[config.mk]
export PLATFORM = sky130hd
export DESIGN_NAME = spi_sensor_arbiter_flat
export DESIGN_NICKNAME = d
export VERILOG_FILES = /design/src/rtl/spi_sensor_arbiter_if.sv /design/src/rtl/spi_sensor_arbiter.sv /design/src/flat_wrapper.sv
export SDC_FILE = /design/constraint.sdc
export NUM_CORES = 1
export LEC_CHECK = 0
export CORE_MARGIN = 2
export CORE_UTILIZATION = 58
export CTS_BUF_LIST = sky130_fd_sc_hd__clkbuf_4 sky130_fd_sc_hd__clkbuf_8
export CTS_CLUSTER_SIZE = 10
export DETAILED_ROUTE_END_ITERATION = 10
export GPL_TIMING_DRIVEN = 0
export HOLD_SLACK_MARGIN = 0.06
export PLACE_DENSITY_LB_ADDON = 0.05
export SLEW_MARGIN = 20
export SYNTH_ARGS = -nofsm -noshare
export SYNTH_HDL_FRONTEND = slang
export SYNTH_SLANG_ARGS = --single-unit
[constraint.sdc]
create_clock -name CLOCK -period 3.5 [get_ports CLOCK]
set_input_delay 0.525 -clock CLOCK [delete_from_list [all_inputs] [get_ports CLOCK]]
set_output_delay 0.525 -clock CLOCK [all_outputs]
set_load 0.01 [all_outputs]
[src/rtl/spi_sensor_arbiter_if.sv]
// Requester-side bus of the sensor SPI arbiter.
// Polling logic drives requests/data; the arbiter returns grants and bytes.
interface spi_sensor_arbiter_if;
  logic [2:0] REQ;
  logic [3:0] LEN0;
  logic [3:0] LEN1;
  logic [3:0] LEN2;
  logic [7:0] TX_DATA0;
  logic [7:0] TX_DATA1;
  logic [7:0] TX_DATA2;
  logic [2:0] GNT;
  logic [2:0] TX_POP;
  logic [7:0] RX_DATA;
  logic [2:0] RX_VALID;
  logic [2:0] DONE;

  modport master (
    output REQ, LEN0, LEN1, LEN2,
    output TX_DATA0, TX_DATA1, TX_DATA2,
    input  GNT, TX_POP, RX_DATA,
    input  RX_VALID, DONE
  );

  modport slave (
    input  REQ, LEN0, LEN1, LEN2,
    input  TX_DATA0, TX_DATA1, TX_DATA2,
    output GNT, TX_POP, RX_DATA,
    output RX_VALID, DONE
  );
endinterface

[src/rtl/spi_sensor_arbiter.sv]
// Round-robin SPI mode-3 master shared by three sensor requesters.
// Requester side on the interface, board SPI pins as plain ports.
module spi_sensor_arbiter #(
  parameter int CLK_DIV    = 4,
  parameter int GAP_CYCLES = 8
) (
  input  logic CLOCK,
  input  logic RESET_N,
  spi_sensor_arbiter_if.slave bus,
  output logic CS_AG,
  output logic CS_M,
  output logic CS_ALT,
  output logic SCK,
  output logic SDI,
  input  logic SDO
);
  localparam int CNT_W = 16;
  localparam logic [CNT_W-1:0] DIV_LAST =
    CNT_W'(CLK_DIV - 1);
  localparam logic [CNT_W-1:0] GAP_LAST =
    CNT_W'(GAP_CYCLES - 1);
  localparam logic [CNT_W-1:0] CNT_ONE =
    CNT_W'(1);

  typedef enum logic [2:0] {
    IDLE, SETUP, SHIFT, HOLD, GAP
  } state_t;

  state_t state_q, state_d;
  logic [CNT_W-1:0] cnt_q, cnt_d;
  logic [2:0] bit_q, bit_d;
  logic [4:0] left_q, left_d;
  logic [7:0] shreg_q, shreg_d;
  logic [7:0] rx_q, rx_d;
  logic [1:0] ptr_q, ptr_d;
  logic [2:0] gnt_q, gnt_d;
  logic [2:0] cs_n_q, cs_n_d;
  logic [2:0] pop_q, pop_d;
  logic [2:0] rxv_q, rxv_d;
  logic [2:0] done_q, done_d;
  logic sck_q, sck_d;
  logic sdi_q, sdi_d;

  logic [5:0] req2, pick6;
  logic [2:0] rot, first, pick, sel;
  logic [7:0] tx_sel;
  logic [3:0] len_sel;
  logic [1:0] ptr_nxt;

  // Rotate REQ so the pointer slot is bit 0, pick, rotate back.
  always_comb begin
    req2  = {bus.REQ, bus.REQ};
    rot   = req2[ptr_q +: 3];
    first = rot[0] ? 3'b001 :
            rot[1] ? 3'b010 :
            rot[2] ? 3'b100 : 3'b000;
    pick6 = {3'b000, first} << ptr_q;
    pick  = pick6[2:0] | pick6[5:3];
  end

  assign sel = (state_q == IDLE) ? pick : gnt_q;

  always_comb begin
    tx_sel  = 8'h00;
    len_sel = 4'h0;
    ptr_nxt = ptr_q;
    unique case (1'b1)
      sel[0]: begin
        tx_sel  = bus.TX_DATA0;
        len_sel = bus.LEN0;
      end
      sel[1]: begin
        tx_sel  = bus.TX_DATA1;
        len_sel = bus.LEN1;
      end
      sel[2]: begin
        tx_sel  = bus.TX_DATA2;
        len_sel = bus.LEN2;
      end
      default: ;
    endcase
    unique case (1'b1)
      gnt_q[0]: ptr_nxt = 2'd1;
      gnt_q[1]: ptr_nxt = 2'd2;
      gnt_q[2]: ptr_nxt = 2'd0;
      default: ;
    endcase
  end

  always_comb begin
    state_d = state_q;
    cnt_d   = cnt_q;
    bit_d   = bit_q;
    left_d  = left_q;
    shreg_d = shreg_q;
    rx_d    = rx_q;
    ptr_d   = ptr_q;
    gnt_d   = gnt_q;
    cs_n_d  = cs_n_q;
    sck_d   = sck_q;
    sdi_d   = sdi_q;
    pop_d   = 3'b000;
    rxv_d   = 3'b000;
    done_d  = 3'b000;
    unique case (state_q)
      IDLE: begin
        if (pick != 3'b000) begin
          gnt_d   = pick;
          cs_n_d  = ~pick;
          left_d  = {len_sel == 4'd0, len_sel};
          pop_d   = pick;
          shreg_d = tx_sel;
          sdi_d   = tx_sel[7];
          cnt_d   = '0;
          bit_d   = 3'd0;
          state_d = SETUP;
        end
      end
      SETUP: begin
        if (cnt_q == DIV_LAST) begin
          cnt_d   = '0;
          sck_d   = 1'b0;
          sdi_d   = shreg_q[7];
          state_d = SHIFT;
        end else begin
          cnt_d = cnt_q + CNT_ONE;
        end
      end
      SHIFT: begin
        if (cnt_q != DIV_LAST) begin
          cnt_d = cnt_q + CNT_ONE;
        end else begin
          cnt_d = '0;
          if (!sck_q) begin
            sck_d   = 1'b1;
            shreg_d = {shreg_q[6:0], SDO};
          end else if (bit_q != 3'd7) begin
            bit_d = bit_q + 3'd1;
            sck_d = 1'b0;
            sdi_d = shreg_q[7];
          end else begin
            // Byte boundary doubles as next byte's first low cycle.
            bit_d = 3'd0;
            rx_d  = shreg_q;
            rxv_d = gnt_q;
            if (left_q > 5'd1) begin
              left_d  = left_q - 5'd1;
              pop_d   = gnt_q;
              shreg_d = tx_sel;
              sdi_d   = tx_sel[7];
              sck_d   = 1'b0;
            end else begin
              state_d = HOLD;
            end
          end
        end
      end
      HOLD: begin
        if (cnt_q == DIV_LAST) begin
          cnt_d   = '0;
          cs_n_d  = 3'b111;
          done_d  = gnt_q;
          gnt_d   = 3'b000;
          ptr_d   = ptr_nxt;
          state_d = GAP;
        end else begin
          cnt_d = cnt_q + CNT_ONE;
        end
      end
      GAP: begin
        if (cnt_q == GAP_LAST) begin
          cnt_d   = '0;
          state_d = IDLE;
        end else begin
          cnt_d = cnt_q + CNT_ONE;
        end
      end
      default: state_d = IDLE;
    endcase
  end

  always_ff @(posedge CLOCK or negedge RESET_N) begin
    if (!RESET_N) begin
      state_q <= IDLE;
      cnt_q   <= '0;
      bit_q   <= 3'd0;
      left_q  <= 5'd0;
      shreg_q <= 8'h00;
      rx_q    <= 8'h00;
      ptr_q   <= 2'd0;
      gnt_q   <= 3'b000;
      cs_n_q  <= 3'b111;
      pop_q   <= 3'b000;
      rxv_q   <= 3'b000;
      done_q  <= 3'b000;
      sck_q   <= 1'b1;
      sdi_q   <= 1'b0;
    end else begin
      state_q <= state_d;
      cnt_q   <= cnt_d;
      bit_q   <= bit_d;
      left_q  <= left_d;
      shreg_q <= shreg_d;
      rx_q    <= rx_d;
      ptr_q   <= ptr_d;
      gnt_q   <= gnt_d;
      cs_n_q  <= cs_n_d;
      pop_q   <= pop_d;
      rxv_q   <= rxv_d;
      done_q  <= done_d;
      sck_q   <= sck_d;
      sdi_q   <= sdi_d;
    end
  end

  assign bus.GNT      = gnt_q;
  assign bus.TX_POP   = pop_q;
  assign bus.RX_DATA  = rx_q;
  assign bus.RX_VALID = rxv_q;
  assign bus.DONE     = done_q;
  assign CS_AG        = cs_n_q[0];
  assign CS_M         = cs_n_q[1];
  assign CS_ALT       = cs_n_q[2];
  assign SCK          = sck_q;
  assign SDI          = sdi_q;
endmodule

[src/flat_wrapper.sv]
// flat-port wrapper written by rule: the top's interface ports become plain ports
module spi_sensor_arbiter_flat 
#(
  parameter int CLK_DIV    = 4,
  parameter int GAP_CYCLES = 8
)
  (CLOCK, RESET_N, CS_AG, CS_M, CS_ALT, SCK, SDI, SDO, bus_REQ, bus_LEN0, bus_LEN1, bus_LEN2, bus_TX_DATA0, bus_TX_DATA1, bus_TX_DATA2, bus_GNT, bus_TX_POP, bus_RX_DATA, bus_RX_VALID, bus_DONE);
  spi_sensor_arbiter_if bus_i ();
  input  logic CLOCK;
  input  logic RESET_N;
  output logic CS_AG;
  output logic CS_M;
  output logic CS_ALT;
  output logic SCK;
  output logic SDI;
  input  logic SDO;
  input wire logic [$bits(bus_i.REQ)-1:0] bus_REQ;
  input wire logic [$bits(bus_i.LEN0)-1:0] bus_LEN0;
  input wire logic [$bits(bus_i.LEN1)-1:0] bus_LEN1;
  input wire logic [$bits(bus_i.LEN2)-1:0] bus_LEN2;
  input wire logic [$bits(bus_i.TX_DATA0)-1:0] bus_TX_DATA0;
  input wire logic [$bits(bus_i.TX_DATA1)-1:0] bus_TX_DATA1;
  input wire logic [$bits(bus_i.TX_DATA2)-1:0] bus_TX_DATA2;
  output wire logic [$bits(bus_i.GNT)-1:0] bus_GNT;
  output wire logic [$bits(bus_i.TX_POP)-1:0] bus_TX_POP;
  output wire logic [$bits(bus_i.RX_DATA)-1:0] bus_RX_DATA;
  output wire logic [$bits(bus_i.RX_VALID)-1:0] bus_RX_VALID;
  output wire logic [$bits(bus_i.DONE)-1:0] bus_DONE;
  assign bus_i.REQ = bus_REQ;
  assign bus_i.LEN0 = bus_LEN0;
  assign bus_i.LEN1 = bus_LEN1;
  assign bus_i.LEN2 = bus_LEN2;
  assign bus_i.TX_DATA0 = bus_TX_DATA0;
  assign bus_i.TX_DATA1 = bus_TX_DATA1;
  assign bus_i.TX_DATA2 = bus_TX_DATA2;
  assign bus_GNT = bus_i.GNT;
  assign bus_TX_POP = bus_i.TX_POP;
  assign bus_RX_DATA = bus_i.RX_DATA;
  assign bus_RX_VALID = bus_i.RX_VALID;
  assign bus_DONE = bus_i.DONE;
  spi_sensor_arbiter #(.CLK_DIV(CLK_DIV), .GAP_CYCLES(GAP_CYCLES)) u_core (.CLOCK(CLOCK), .RESET_N(RESET_N), .bus(bus_i), .CS_AG(CS_AG), .CS_M(CS_M), .CS_ALT(CS_ALT), .SCK(SCK), .SDI(SDI), .SDO(SDO));
endmodule
; ---- Word level (Yosys, flattened, before mapping)
; Cells that the tools add are included.
[word_totals]
ff_bits = 62
input_bits = 42
wordCells = 133
output_inout_bits = 25
[classes]
n_bitwise = 4
reduce_logical = 20
eq_ne = 20
n_addsub = 3
n_lt_le_gt_ge = 1
muxes = 69
shifts = 2
[ops]
columns = cell, n
row1 = 2-to-1 mux 3 bit, 31
row2 = 2-to-1 mux 16 bit, 4
row3 = case mux 16 bit (4 select lines), 1
row4 = 2-to-1 mux 8 bit, 5
row5 = 2-to-1 mux 5 bit, 5
row6 = case mux 3 bit (2 select lines), 4
row7 = case mux 8 bit (3 select lines), 1
row8 = "adder 16 x 1 -> 16 bit, second input constant", 1
row9 = "equality test 16 x 2 -> 1 bit, second input constant", 1
row10 = "equality test 16 x 3 -> 1 bit, second input constant", 1
row11 = "inequality test 16 x 2 -> 1 bit, second input constant", 1
row12 = case mux 8 bit (2 select lines), 1
row13 = case mux 3 bit (5 select lines), 1
row14 = case mux 4 bit (3 select lines), 1
row15 = AND reduction 6 bit, 2
row16 = 2-to-1 mux 1 bit, 11
row17 = "inequality test 2 x 1 -> 1 bit, second input constant", 5
row18 = case mux 5 bit (2 select lines), 1
row19 = "inequality test 3 bit, second input constant", 3
row20 = AND reduction 3 bit, 3
row21 = nonzero test 3 bit, 3
row22 = "inequality test 2 bit, second input constant", 4
row23 = AND reduction 4 bit, 2
row24 = AND reduction 8 bit, 1
row25 = 22 further kinds, 26

; ---- Longest topological paths before layout
[depth]
depth_word = 13
depth_mapped = 8
ltp_nobuf = 8

; ---- Worst setup path before layout
; OpenSTA, ideal clock, no wires.
[synth_timing]
kind = register -> register
from = register u_core.cnt_q[3]
to = register u_core.shreg_q[0]
synth_period_minus_slack_ns = 2.151
path_slack_ns = 1.349
t_arrival_ns = 2.027
stages_incl_launch_ff = 7
n_path_buf = 0
setup_ns = 0.125
t_required_ns = 3.375
path_cell_list = dfrtp_1 > nor4_2 > nand4_1 > or3b_4 > o21a_1 > nor2_4 > mux2_2
[synth_between]
elab_chain_len = 3
[synth_lines]
columns = element, line_no
row1 = "start, declared", spi_sensor_arbiter.sv:30  ; logic [CNT_W-1:0] cnt_q, cnt_d;
row2 = "start signal, assigned", spi_sensor_arbiter.sv:200  ; cnt_q <= cnt_d;
row3 = inequality test 16 x 2 -> 1 bit, spi_sensor_arbiter.sv:130  ; if (cnt_q != DIV_LAST) begin
row4 = inequality test 2 bit (no line), n/a
row5 = AND reduction 5 bit (no line), n/a
row6 = "end signal, assigned", spi_sensor_arbiter.sv:203  ; shreg_q <= shreg_d;
row7 = "end, declared", spi_sensor_arbiter.sv:33  ; logic [7:0] shreg_q, shreg_d;
; Every way passes these cells.
; A chain may end at the register's enable or synchronous reset.

; ---- Final worst setup path
[layout_timing]
from = input bus_REQ[1]
to = register u_core.left_q[3]
[layout_between]
elab_chain_len = 10
elab_cells_between_ends = 13
cone_classes = eq/ne: 1 / shift: 2 / mux: 7 / bitwise: 1 / reduce/logical: 2
[layout_lines]
columns = element, line_no
row1 = "start, declared", flat_wrapper.sv:17  ; input wire logic [$bits(bus_i.REQ)-1:0] bus_REQ;
row2 = indexed part select 6 x 3 -> 3 bit (*), spi_sensor_arbiter.sv:53  ; rot = req2[ptr_q +: 3];
row3 = 2-to-1 mux 3 bit, spi_sensor_arbiter.sv:56  ; rot[2] ? 3'b100 : 3'b000;
row4 = 2-to-1 mux 3 bit, spi_sensor_arbiter.sv:55  ; rot[1] ? 3'b010 :
row5 = 2-to-1 mux 3 bit (*), spi_sensor_arbiter.sv:54  ; first = rot[0] ? 3'b001 :
row6 = left shift 3 x 2 -> 6 bit (*), spi_sensor_arbiter.sv:57  ; pick6 = {3'b000, first} << ptr_q;
row7 = OR 3 bit (*), spi_sensor_arbiter.sv:58  ; pick = pick6[2:0] | pick6[5:3];
row8 = 2-to-1 mux 3 bit, spi_sensor_arbiter.sv:61  ; assign sel = (state_q == IDLE) ? pick : gnt_q;
row9 = case mux 4 bit (3 select lines), spi_sensor_arbiter.sv:67  ; unique case (1'b1)
row10 = 2-to-1 mux 5 bit, spi_sensor_arbiter.sv:107  ; if (pick != 3'b000) begin
row11 = case mux 5 bit (2 select lines), spi_sensor_arbiter.sv:105  ; unique case (state_q)
row12 = "end signal, assigned", spi_sensor_arbiter.sv:202  ; left_q <= left_d;
row13 = "end, declared", spi_sensor_arbiter.sv:32  ; logic [4:0] left_q, left_d;
; Mark *: on every way between the ends. The rest lies on a longest branch, timed or not. The select of a mux whose other input is x is not followed.

==> flow_summary_export.csv <==
group,metric,value,unit
placement,pre_cts_ws,627.3,ps
power_and_ir_drop,powerDensity,731.5,mW/mm2
placement,dp_cells,486,
setup_path,crit_buf_inv,1,
cts,clk_latency,330,ps
logic_synthesis,yosys_most_used_dff,"dfrtp_1",
sta,worst_slew_pin_slew,728.9,ps
setup_path,cp_top_family,"compound AO/OA/AOI/OAI gates",
sta,fin_skew,9.570,ps
cts,cts_max_path_buffers,2,
sta,final_max_slew_viol_count,0,
global_routing,grt_pass1_vias,2861,
routing,vias,3066,
global_routing,antenna_found_initial,0,
final_layout,regArea,0.001556,mm2
placement,port_buffers,66,
final_layout,fill_cells,382,
cts,hold_buffers,0,
global_routing,grt_pass1_wl,14140,um
logic_synthesis,yosys_warnings,0,
logic_synthesis,synth-edff-count,0,
run_status,status,"completed",
sta,fin_ws,860.9,ps
setup_path,cpPeakStageDelay,560,ps
cts,post_cts_buffers,0,
logic_synthesis,synthTopCellsByArea,"dfrtp_1, mux2_2, nand2_1",
setup_path,startpoint_type,"primary input",
floorplanning,die_area,0.006460,mm2
logic_synthesis,synthAdderAreaFrac,0.01849,
sta,tns,0,ps
final_layout,final_util,0.7793,
routing,post_drt_via_cell_ratio,6.108,
logic_synthesis,synth_top_family_by_area,"simple AND/OR/NAND/NOR gates",
sta,hold_ws,125.2,ps
routing,wire_per_inst,17.16,um
routing,ant_nets,0,
final_layout,nNetsFinal,472,
floorplanning,start_util,0.6070,
logic_synthesis,synth-seq-cells,62,
global_routing,grt_max_degree,33,
final_layout,synthToLayoutAreaGrowth,28.40,%
sta,period_minus_slack,2639,ps
logic_synthesis,synthCells,347,
cts,clkSlewWorstSetupHoldPaths,60,ps
sta,rsz0062_at_grt,"false",
setup_path,cp.arrival,2860,ps
sta,fin_crit_sh,0.7540,
setup_path,critPathKind,"primary input to register",
power_and_ir_drop,ir_drop,0.4591,mV
logic_synthesis,synth_compound_area_frac,0.1964,
cts,htree_levels,3,
logic_synthesis,synth_top_area_share,0.4290,
routing,drt-initial-drc-count,264,
setup_path,endpoint_kind,"register",
logic_synthesis,synth-simple-area-share,0.2019,
placement,gp_congestion,0.8266,
floorplanning,die_x,80.38,um
logic_synthesis,synth_largest_area_cell,"dfrtp_1",
sta,fmax,0.3789,GHz
placement,hpwlAfterDp,6178,um
flow_run,maxCapViolations,0,
final_layout,drive_above_1_share,0.1395,
logic_synthesis,synth.area.mux_share,0.06953,
logic_synthesis,synth-async-reset-ratio,1.000,
final_layout,diodes,0,
logic_synthesis,syn_area,0.003383,mm2
routing,wirelength,8614,um
sta,slew_headroom,0.5096,
cts,cts_resized,0,
logic_synthesis,synth_nets,394,
cts,cts_tree,"built",
global_routing,gr-usage-all-layers,0.2887,
final_layout,final_cell_count_no_fill,502,
logic_synthesis,synthDistinctLibCells,60,
logic_synthesis,ys_seq_area_frac,0.4601,
floorplanning,core,0.005574,mm2
routing,drt_first_pass_iters,6,
logic_synthesis,avgSynthCellArea,9.750,um2
floorplanning,ios,67,
cts,numCtsBuffers,9,
setup_path,worstPathRequired,3720,ps
hold_path,min_path_type,"primary input to async pin",
routing,drc_errors,0,
floorplanning,row_count,27,
logic_synthesis,yosysMostFrequentCell,"dfrtp_1",
cts,cts_num_sinks,62,
global_routing,overflow,0,
final_layout,multiInputGateArea,0.001742,mm2
floorplanning,die_y,80.38,um
sta,setup_viol,0,
cts,cts_root_buf,"clkbuf_8",
setup_path,worst-path-max-fanout,10,
setup_path,crit_chain,"clkdlybuf4s50_1 -> nor3b_1 -> o311ai_1 -> nand2_1 -> a221oi_1 -> o22ai_1 -> a22o_1",
setup_path,crit_slowest_cell,"clkdlybuf4s50_1",
logic_synthesis,synth_xor_area_frac,0.02848,
power_and_ir_drop,leakage,1.924,nW
sta,final_hold_viol_count,0,
logic_synthesis,synth_common_cells,"dfrtp_1, nand2_1, nor2_1, o21ai_0, mux2_2",
state kept, by name, summed over array words and instances, names as in the netlist:
| name | cells |
|---|---|
| u_core.state_q | 3 |
| u_core.bus.DONE | 3 |
| u_core.SCK | 1 |
| u_core.bit_q | 3 |
| u_core.left_q | 5 |
| u_core.cnt_q | 16 |
| u_core.ptr_q | 2 |
| u_core.bus.RX_DATA | 8 |
| u_core.bus.TX_POP | 3 |
| u_core.SDI | 1 |
| u_core.cs_n_q | 3 |
| u_core.shreg_q | 8 |
| u_core.bus.GNT | 3 |
| u_core.bus.RX_VALID | 3 |
per-layer routing:
metal,routed length [um],GRT usage,vias up
met2,4271,0.4892,120
met1,3762,0.3793,1498
met4,119,0.09661,0
met3,460,0.04270,14
li1,-,-,1434
met5,0,0,-
path summary, 6_finish.rpt:
check                                             startpoint                            end  slack [ps]  cells past startpoint
worst min-delay path                                 RESET_N   u_core.bus.DONE[2]$_DFF_PN0_         130                      1
min in group CLOCK              u_core.cs_n_q[2]$_DFFE_PN1P_   u_core.cs_n_q[2]$_DFFE_PN1P_         480                      2
max in group asynchronous                            RESET_N  u_core.shreg_q[7]$_DFFE_PN0P_        2860                      2
worst min register to register  u_core.cs_n_q[2]$_DFFE_PN1P_   u_core.cs_n_q[2]$_DFFE_PN1P_         480                      2
worst max register to register   u_core.cnt_q[0]$_DFFE_PN0P_   u_core.left_q[3]$_DFFE_PN0P_         910                      7
worst max-delay path                              bus_REQ[1]   u_core.left_q[3]$_DFFE_PN0P_         860                      7
metrics by stage:
stage,total power [mW],area (um2)
after floorplan,2.080,3383
after CTS,3.161,4344
after global routing,3.381,4344
final,3.178,4344
after detailed placement,2.542,4151
after global placement,2.481,4134
cell type report:
cell class | count | area share
clock buffer | 15 | 0.04320
sequential | 62 | 0.3583
inverter | 11 | 0.009505
timing repair buffer | 67 | 0.1561
multi-input combinational | 263 | 0.4009
buffer | 11 | 0.01008
tap | 72 | 0.02074
clock inverter | 1 | 0.001152
power by group:
part           internal, mW  switching (mW)  leakage (nW)
registers             0.901           0.155         0.818
clock network         0.339           0.264         0.104
logic                 0.666           0.853          1.00
total                  1.91            1.27          1.92
layout by cell type, fill, tap and decap left out, types with 3 or more instances in the layout:
cell type         n
a21o_1            9
a21oi_1           9
a221oi_1          3
a222oi_1          9
a22o_1            6
and2_1           10
buf_1             3
clkbuf_1          6
clkbuf_4          3
clkbuf_8         12
clkdlybuf4s50_1  65
dfrtp_1          58
dfstp_2           4
ha_1              5
inv_1            11
mux2_2           20
nand2_1          40
nand3_1          12
nand3b_1          3
nand4_1           4
nor2_1           30
nor2b_1           3
nor3_1            7
o21a_1            5
o21ai_0          29
or3_1             3
xnor2_1           3
xor2_1            8
kinds of logic (layout without fill, tap and decap cells):
kind of cell	after synthesis	count (layout)
adder cells (fa/ha/maj)	5	5
multiplexers	21	21
AND/OR/NAND/NOR	133	133
XOR/XNOR	11	11
flip-flops	62	62
AO/OA/AOI/OAI	93	93
buffers and inverters	22	105
(Power assumes the default switching activity.)
